===== src/rtl/int_mul_hs_responder.sv =====
// Callee side of the ap_ctrl_hs start/ready/done handshake wrapped around a
// radix-2 shift-add unsigned multiplier; the result is scrambled unless working_key matches LOCK_KEY.
module int_mul_hs_responder #(
    parameter int             WIDTH    = 32,
    parameter logic [255:0]   LOCK_KEY = 256'h0
) (
    input  logic                 ap_clk,
    input  logic                 ap_rst,
    input  logic                 ap_start,
    output logic                 ap_ready,
    output logic                 ap_done,
    output logic                 ap_idle,
    input  logic [WIDTH-1:0]     a,
    input  logic [WIDTH-1:0]     b,
    output logic [2*WIDTH-1:0]   ap_return,
    input  logic [255:0]         working_key
);

    localparam int PW = 2 * WIDTH;
    localparam int CW = (WIDTH > 1) ? $clog2(WIDTH) : 1;
    localparam logic [CW-1:0] LAST_CNT = CW'(WIDTH - 1);

    typedef enum logic [2:0] {
        S_IDLE = 3'b001,
        S_CALC = 3'b010,
        S_DONE = 3'b100
    } state_t;

    state_t            r_state;
    state_t            w_state_nxt;
    logic [PW-1:0]     r_mcand;
    logic [WIDTH-1:0]  r_mplier;
    logic [PW-1:0]     r_acc;
    logic [CW-1:0]     r_count;
    logic [PW-1:0]     r_return;
    logic [PW-1:0]     w_acc_nxt;
    logic              w_last;
    logic              w_key_ok;

    function automatic logic key_match(input logic [255:0] key);
        return (key == LOCK_KEY);
    endfunction

    assign w_acc_nxt = r_mplier[0] ? (r_acc + r_mcand) : r_acc;
    assign w_last    = (r_count == LAST_CNT);
    assign w_key_ok  = key_match(working_key);
    assign ap_return = r_return;

    // State register; reset aborts any operation in flight without a done pulse
    always_ff @(posedge ap_clk or posedge ap_rst) begin
        if (ap_rst) begin
            r_state <= S_IDLE;
        end else begin
            r_state <= w_state_nxt;
        end
    end

    // Next-state logic; any illegal encoding recovers to IDLE
    always_comb begin
        w_state_nxt = S_IDLE;
        case (r_state)
            S_IDLE: begin
                if (ap_start) begin
                    w_state_nxt = S_CALC;
                end else begin
                    w_state_nxt = S_IDLE;
                end
            end
            S_CALC: begin
                if (w_last) begin
                    w_state_nxt = S_DONE;
                end else begin
                    w_state_nxt = S_CALC;
                end
            end
            S_DONE:  w_state_nxt = S_IDLE;
            default: w_state_nxt = S_IDLE;
        endcase
    end

    // Handshake outputs decoded from the one-hot state
    always_comb begin
        ap_ready = 1'b0;
        ap_idle  = 1'b0;
        ap_done  = 1'b0;
        case (r_state)
            S_IDLE: begin
                ap_ready = ap_start;
                ap_idle  = ~ap_start;
            end
            S_CALC: begin
                ap_ready = 1'b0;
            end
            S_DONE: begin
                ap_done = 1'b1;
            end
            default: begin
                ap_ready = 1'b0;
            end
        endcase
    end

    // Shift-add datapath; the result register is loaded on the last CALC edge
    // so it is already valid in the DONE cycle, and holds until the next op.
    always_ff @(posedge ap_clk or posedge ap_rst) begin
        if (ap_rst) begin
            r_mcand  <= {PW{1'b0}};
            r_mplier <= {WIDTH{1'b0}};
            r_acc    <= {PW{1'b0}};
            r_count  <= {CW{1'b0}};
            r_return <= {PW{1'b0}};
        end else begin
            case (r_state)
                S_IDLE: begin
                    if (ap_start) begin
                        r_mcand  <= {{WIDTH{1'b0}}, a};
                        r_mplier <= b;
                        r_acc    <= {PW{1'b0}};
                        r_count  <= {CW{1'b0}};
                    end
                end
                S_CALC: begin
                    r_acc    <= w_acc_nxt;
                    r_mcand  <= r_mcand << 1;
                    r_mplier <= r_mplier >> 1;
                    r_count  <= r_count + CW'(1);
                    if (w_last) begin
                        r_return <= w_key_ok ? w_acc_nxt : ~w_acc_nxt;
                    end
                end
                default: begin
                    r_count <= r_count;
                end
            endcase
        end
    end

endmodule


===== config.mk =====
export PLATFORM = sky130hd
export DESIGN_NAME = int_mul_hs_responder
export DESIGN_NICKNAME = d
export VERILOG_FILES = /design/src/rtl/int_mul_hs_responder.sv
export SDC_FILE = /design/constraint.sdc
export NUM_CORES = 1
export LEC_CHECK = 0
export ABC_AREA = 1
export CAP_MARGIN = 20
export CORE_MARGIN = 2
export CORE_UTILIZATION = 52
export DETAILED_ROUTE_END_ITERATION = 10
export HOLD_SLACK_MARGIN = 0.12
export PLACE_DENSITY = 0.85
export SETUP_SLACK_MARGIN = 0.02
export SLEW_MARGIN = 20
export SYNTH_ARGS = -nofsm -noshare
export SYNTH_HDL_FRONTEND = slang
export SYNTH_SLANG_ARGS = --single-unit

===== constraint.sdc =====
create_clock -name ap_clk -period 11.8 [get_ports ap_clk]
set_clock_uncertainty 0.2 [all_clocks]
set_input_delay 2.95 -clock ap_clk [delete_from_list [all_inputs] [get_ports ap_clk]]
set_output_delay 2.95 -clock ap_clk [all_outputs]
set_load 0.005 [all_outputs]

==> impl_metrics.yaml <==
run_status:
  status: "completed"
synthesis:
  synth_edf_count: 0
  syn-instance-count: 2672
  synthArstFlopShare_pct: 100
  synthTopCellsByCount: "919 x nand2_1, 439 x inv_1, 259 x nor2_1"
  ys_top_cells_by_area: "dfrtp_1 34%, nand2_1 20%, inv_1 9.7%, nand3_1 6.3%, nor2_1 5.7%"
  yosysTopAreaCellShare_pct: 33.9
  yosysWarnings: 0
  yosysSeqAreaShare_pct: 34.1
  yosysUniqueCellTypes: 38
  yosysMostFrequentCell: "nand2_1"
  synth-main-ff-cell: "dfrtp_1"
  syn_area_mm2: 0.0170
  postSynthNetCount: 3061
  synth_top_area_cell: "dfrtp_1"
  ys_seq_elements: 232
  synth.avg_cell_area_um2: 6.37
global_routing:
  grt_pass1_vias: 18100
  grt_overflow_total: 0
  grt_max_degree: 102
  grt_usage_pct: 36.7
  antenna_found_initial: 1
  grt_pass1_wl_um: 97800
clock_network:
  clkTransAtPathRegs_ns: 0.06
  cts_tree: "yes"
  clock_latency_ns: 0.57
  root_buffer: "clkbuf_16"
  cts_max_level: 1
  cts_resized: 0
  cts_buffers: 26
  clkSinkCount: 232
  clockBufferDepth: 3
  ctsHoldBuffers: 0
  cts_setup_buffers: 0
drt:
  avgViaCountPerCell: 5.41
  wl_per_cell_um: 18.0
  drt_iter0_drc: 1632
  final_antenna_net_count: 0
  vias: 18800
  drc: 0
  drt-pass1-iter-count: 5
  drt-total-wl_um: 62600
cells_and_area:
  register_area_mm2: 0.00581
  drive_above_1_share_pct: 3.00
  synthToLayoutAreaGrowth_pct: 29.7
  final_cells: 3476
  nFillCells: 2850
  finish.utilization_pct: 68.3
  multi_input_comb_area_mm2: 0.00920
  nNetsFinal: 3403
sta:
  min_period_over_period_pct: 67.4
  rsz0062_at_grt: "false"
  fin_crit_ns: 7.96
  finalHoldViolCount: 0
  setup_viol: 0
  worst_slack_ns: 3.84
  max_freq_ghz: 0.126
  slew_headroom_pct: 29.9
  fin_setup_tns_ns: 0
  tightestPinTransition_ns: 1.05
  maxSlewViolCount: 0
floorplan:
  boundaryPins: 390
  die_w_um: 185
  fp.dieH_um: 185
  start_util_pct: 52.6
  rows: 66
  fp.coreArea_mm2: 0.0324
  die_area_mm2: 0.0342
setup_path:
  rr_worst_depth: 6
  max_stage_delay_ns: 0.53
  r2r-end: "r_mcand[37]"
  cp_slowest_cell: "buf_4"
  critPathMaxFanout: 64
  crit_type: "input pin to output port"
  worst-path-stages: 5
  cp-end-kind: "output port"
  crit_family: "buffers and inverters"
  cp.arrival_ns: 4.81
  rr_startpoint: "r_state[2]"
  crit_top_cell: "clkdlybuf4s50_1"
  critPathRequiredTime_ns: 8.65
  start_kind: "input pin"
  crit_buf_inv: 4
  crit_chain: "clkdlybuf4s50_1 -> nand4_1 -> buf_4 -> inv_1 -> clkdlybuf4s50_1"
  r2r_slack_ns: 8.11
min_path:
  hold_path.class: "flip-flop to flip-flop"
  hold_start: "ap_return[38]"
  hold_end: "ap_return[38]"
  holdPathStages: 2
power:
  irDropWorstVdd_mv: 0.370
  p_leak_nw: 10.9
  power_density_mw_per_mm2: 195
  total_power_mw: 4.31
run:
  timing.max_cap.violations: 0
place:
  hpwl_um: 47700
  pre_cts_ws_ns: 3.89
  dp.cells: 3428
  gp_congestion: 0.988
  portBuffers: 389
## stage by stage
stage	hold slack [ns]	area, um2
after floorplan	0.271	17000
after global placement	0.261	21200
after detailed placement	0.265	21200
after CTS	0.281	22100
after global routing	0.303	22100
final	0.276	22100
## tightest hold or removal path, stage by stage, from the launching register on
cell,delay (ns)
dfrtp_1,0.34
nand2_1,0.05
nand2_1,0.05
## routing by layer
layer  up-vias  track usage [%]  share of wire (%)
li1       9141                -                  -
met4         0             10.9                3.2
met2       880             58.7                 44
met1      8678             51.3                 44
met3        97             5.98                8.7
met5         -                0                  0
## worst max path at each step
stage	startpoint	to	slack (ns)
final	ap_start	ap_ready	3.84
after global routing	ap_start	ap_ready	3.77
after CTS	ap_start	ap_ready	3.88
after detailed placement	ap_start	ap_ready	3.89
after global placement	ap_start	ap_ready	3.94
after floorplan	ap_rst	ap_return[0]	2.29
## cells by family after synthesis
family                   after synthesis  share of synthesized area (%)
AO/OA/AOI/OAI                        278                           10.3
flip-flops                           232                           34.1
AND/OR/NAND/NOR                     1532                           37.0
buffers and inverters                532                           12.0
XOR/XNOR                              32                           1.65
adder cells (fa/ha/maj)               66                           4.89
## registers in the layout (all words and copies together), names as in the netlist
name       flops
r_mcand       64
ap_return     64
r_state        3
r_count        5
r_mplier      32
r_acc         64
## final cells by class
class	instances	share of cell area, %
Tap cell	442	2.50
Antenna cell	1	0.0113
Inverter	442	7.55
Multi-Input combinational cell	1908	41.6
Timing Repair Buffer	404	18.2
Sequential cell	232	26.3
Clock buffer	38	3.28
Clock inverter	9	0.561
## cell usage in the layout (no fill, tap or decap), types with 4 or more instances in the layout
cell type          n
nand2_1          918
inv_1            437
clkdlybuf4s50_1  389
nor2_1           258
dfrtp_1          230
nand3_1          215
nor3_1            76
o21ai_0           74
ha_1              65
a221oi_1          62
o22ai_1           55
a21oi_1           52
clkbuf_16         26
xnor2_1           25
or2_2             22
nand4_1           18
buf_4             13
clkbuf_1           9
o21ai_1            8
xor2_1             7
o21bai_1           7
o31ai_1            7
clkinv_2           6
o211ai_1           6
nor3_2             6
nand3b_1           5
nor4_1             4
## report_power, final
| group | internal, mW | leakage (nW) | switching (mW) | total (mW) |
|---|---|---|---|---|
| sequential | 0.973 | 2.67 | 0.114 | 1.09 |
| clock | 0.472 | 0.416 | 0.348 | 0.819 |
| combinational | 0.819 | 7.79 | 1.58 | 2.40 |
| total | 2.26 | 10.9 | 2.05 | 4.31 |
Note: power is estimated with default switching activity, not from simulation.
==> edit, RTL diff (same settings) <==
Encoding of `state_t`: now binary (2 bits for 3 states). Comments in the files are not updated.
--- a/src/rtl/int_mul_hs_responder.sv
+++ b/src/rtl/int_mul_hs_responder.sv
@@ -21,8 +21,8 @@
     localparam logic [CW-1:0] LAST_CNT = CW'(WIDTH - 1);
 
-    typedef enum logic [2:0] {
-        S_IDLE = 3'b001,
-        S_CALC = 3'b010,
-        S_DONE = 3'b100
+    typedef enum logic [1:0] {
+        S_IDLE = 2'd0,
+        S_CALC = 2'd1,
+        S_DONE = 2'd2
     } state_t;
 
Check against the original RTL: same outputs for any inputs over 10 cycles, from zero or initial values and one cycle with ap_rst high; not proved beyond that.
==> edit against the original RTL <==
- design area rose by 0.91%
- critical path depth fell by 2
- setup slack improved by 440 ps
- cell count rose by 1.5%
- via count rose by 0.30%
- first-iteration DRC count fell by 2.7%
- combinational power rose by 87%
- area after synthesis rose by 1.5%
- fmax rose by 5.8%
- clock power fell by 2%
- global-route usage fell by 0.84 points
- wire length rose by 0.26%
- power rose by 56%
- sequential cell count fell by 1
- critical endpoint is now ap_idle
==> edit: results (changes against the original RTL) <==
Status: completed
Routability-driven placement congestion ratio: 1.05 (+6.8%)
End point of the critical path: ap_idle
Syn_nets: 3,117 (+1.8%)
Post-synth top cells: nand2_1 (971), inv_1 (432), nor2_1 (251)
Largest net degree at the start of global routing: 111 (+8.8%)
Number of buffers created by CTS: 24 (-7.7%)
Longest individual stage delay on the worst path: 600 ps (+70 ps)
Final worst path period share: 63.7% (-3.7 points)
Routed via count: 18,852 (+0.30%)
Total wire length: 62.7 mm (+0.26%)
First-pass DRT Iterations: 6 (+1)
Clock-pin slew on the worst setup and hold paths: 60 ps (about the same)
Kind of critical path: in2out
Cell Count Post-Placement: 3,481 (+1.5%)
Worst min-delay path endpoint: ap_return[47]
Hold path start: ap_return[47]
Average detailed-routed wire length per instance: 17.8 µm (-1.2%)
Minimum setup slack after placement: 4300 ps (+412 ps)
PostCTS Resize Cnt: 0 (unchanged)
Vias in the first global route: 18,378 (+1.4%)
Layout fillers: 2,757 (-3.3%)
Slew of the pin with the lowest slew margin: 1110 ps (+54.5 ps)
Unique masters post-synth: 42 (+11%)
Buffer type at the clock tree root: clkbuf_16
Beginning of the worst register-to-register path: r_mcand[0]
Kind of cell adding the most delay to the critical path: buffers and inverters
Prevailing post-synth register cell: dfrtp_1
Worst-path maximum fanout: 2 (-97%)
Final-layout worst hold slack: 281 ps (+4.29 ps)
Synth warn: 0 (unchanged)
Beginning of the critical path: ap_start
GR Util All Layers: 35.9% (-0.84 points)
Register-to-Register Path Depth: 17 (+11)
Number of cells on the worst hold path: 2 (unchanged)
Deepest level of the CTS H-tree: 1 (unchanged)
IR Drop Worst-Case VDD: 0.152 mV (-59%)
Sequential cell area fraction in the yosys report: 33.4% (-0.66 points)
Global Route met1 Usage: 49.6% (-1.7 points)
Count of routing violations after the opening detailed-route iteration: 1,588 (-2.7%)
Critical Path AT: 4370 ps (-440 ps)
Reg2Reg Capture Point: ap_return[54]
Slowest cell on crit path: clkdlybuf4s50_1
Wire length of the first global-routing pass: 99.5 mm (+1.8%)
Met2 usage in global routing: 57.4% (-1.4 points)
Kind of path behind the tightest hold check: reg2reg
Layout cells sized above 1: 3.92% (+0.92 points)
Clock network latency to the later pin of the worst-skew pair: 560 ps
Placed cell areas: 21,400 µm² (+0.97%)
Async set or reset register ratio after synthesis: 100% (unchanged)
IO buf count: 389 (unchanged)
Synth top area cells: dfrtp_1 (33%), nand2_1 (21%), inv_1 (9.4%), nand3_1 (6.1%), nor2_1 (5.4%)
Leakage power: 11.5 nW (+5.9%)
Hpwl dp: 48.4 mm (+1.6%)
Mean instance size in the synthesized netlist: 6.34 µm² (-0.56%)
Met3 routing resource usage after global routing: 6.06% (+0.079 points)
Initial antenna violation count: 2 (+1)
Worst R2R Setup Slack: 8570 ps (+460 ps)
Buffers inserted by post-CTS timing repair: 0 (unchanged)
-- edit: changes by cell type after synthesis, sizes merged, moves of 12 or more --
cell	unedited run	this run
buf	28	40
nor3	83	21
o211ai	6	68
clkbuf	62	49
nand2	919	980
o21ai	82	144
a221oi	62	0
-- edit: worst reg2reg max path: stages, from the launching register on --
cell	delay (ps)
dfrtp_1	350
ha_1	180
inv_1	60
fa_1	410
inv_1	70
nand3_1	90
inv_1	90
nand2_1	50
nand3_1	160
nand2_1	80
nand3b_1	370
nand3_1	330
nand2_1	190
nand2_1	70
nand3_1	90
nand3_1	100
nand3_1	130
nand2_1	80
-- edit: layer usage --
metal	routed length, µm	vias to the layer above
li1	-	9249
met1	27500	8640
met2	27900	854
met3	5130	109
met4	2200	0
met5	0	-
-- edit: final cells by class --
| class | count | area [µm²] | area share, % |
|---|---|---|---|
| sequential | 231 | 5780 | 25.9 |
| inverter | 438 | 1660 | 7.42 |
| clock buffer | 36 | 716 | 3.21 |
| multi-input combinational | 1970 | 9480 | 42.5 |
| antenna | 1 | 2.50 | 0.0112 |
| tap | 442 | 553 | 2.48 |
| timing repair buffer | 401 | 4000 | 17.9 |
| clock inverter | 8 | 115 | 0.516 |
-- edit: report_power, final --
group | total [mW] | switching [mW] | leakage, nW | internal, mW
combinational | 4.48 | 2.87 | 8.31 | 1.61
clock | 0.801 | 0.336 | 0.411 | 0.465
sequential | 1.45 | 0.262 | 2.80 | 1.19
-- edit: cell families (layout without fill, tap and decap cells) --
family                   after synthesis  in the layout  synth area share, %
AND/OR/NAND/NOR                     1531           1531                 36.7
buffers and inverters                527            883                 11.9
AO/OA/AOI/OAI                        341            341                 11.6
flip-flops                           231            231                 33.4
adder cells (fa/ha/maj)               66             66                 4.82
XOR/XNOR                              32             32                 1.62
other                                  0              1                    0
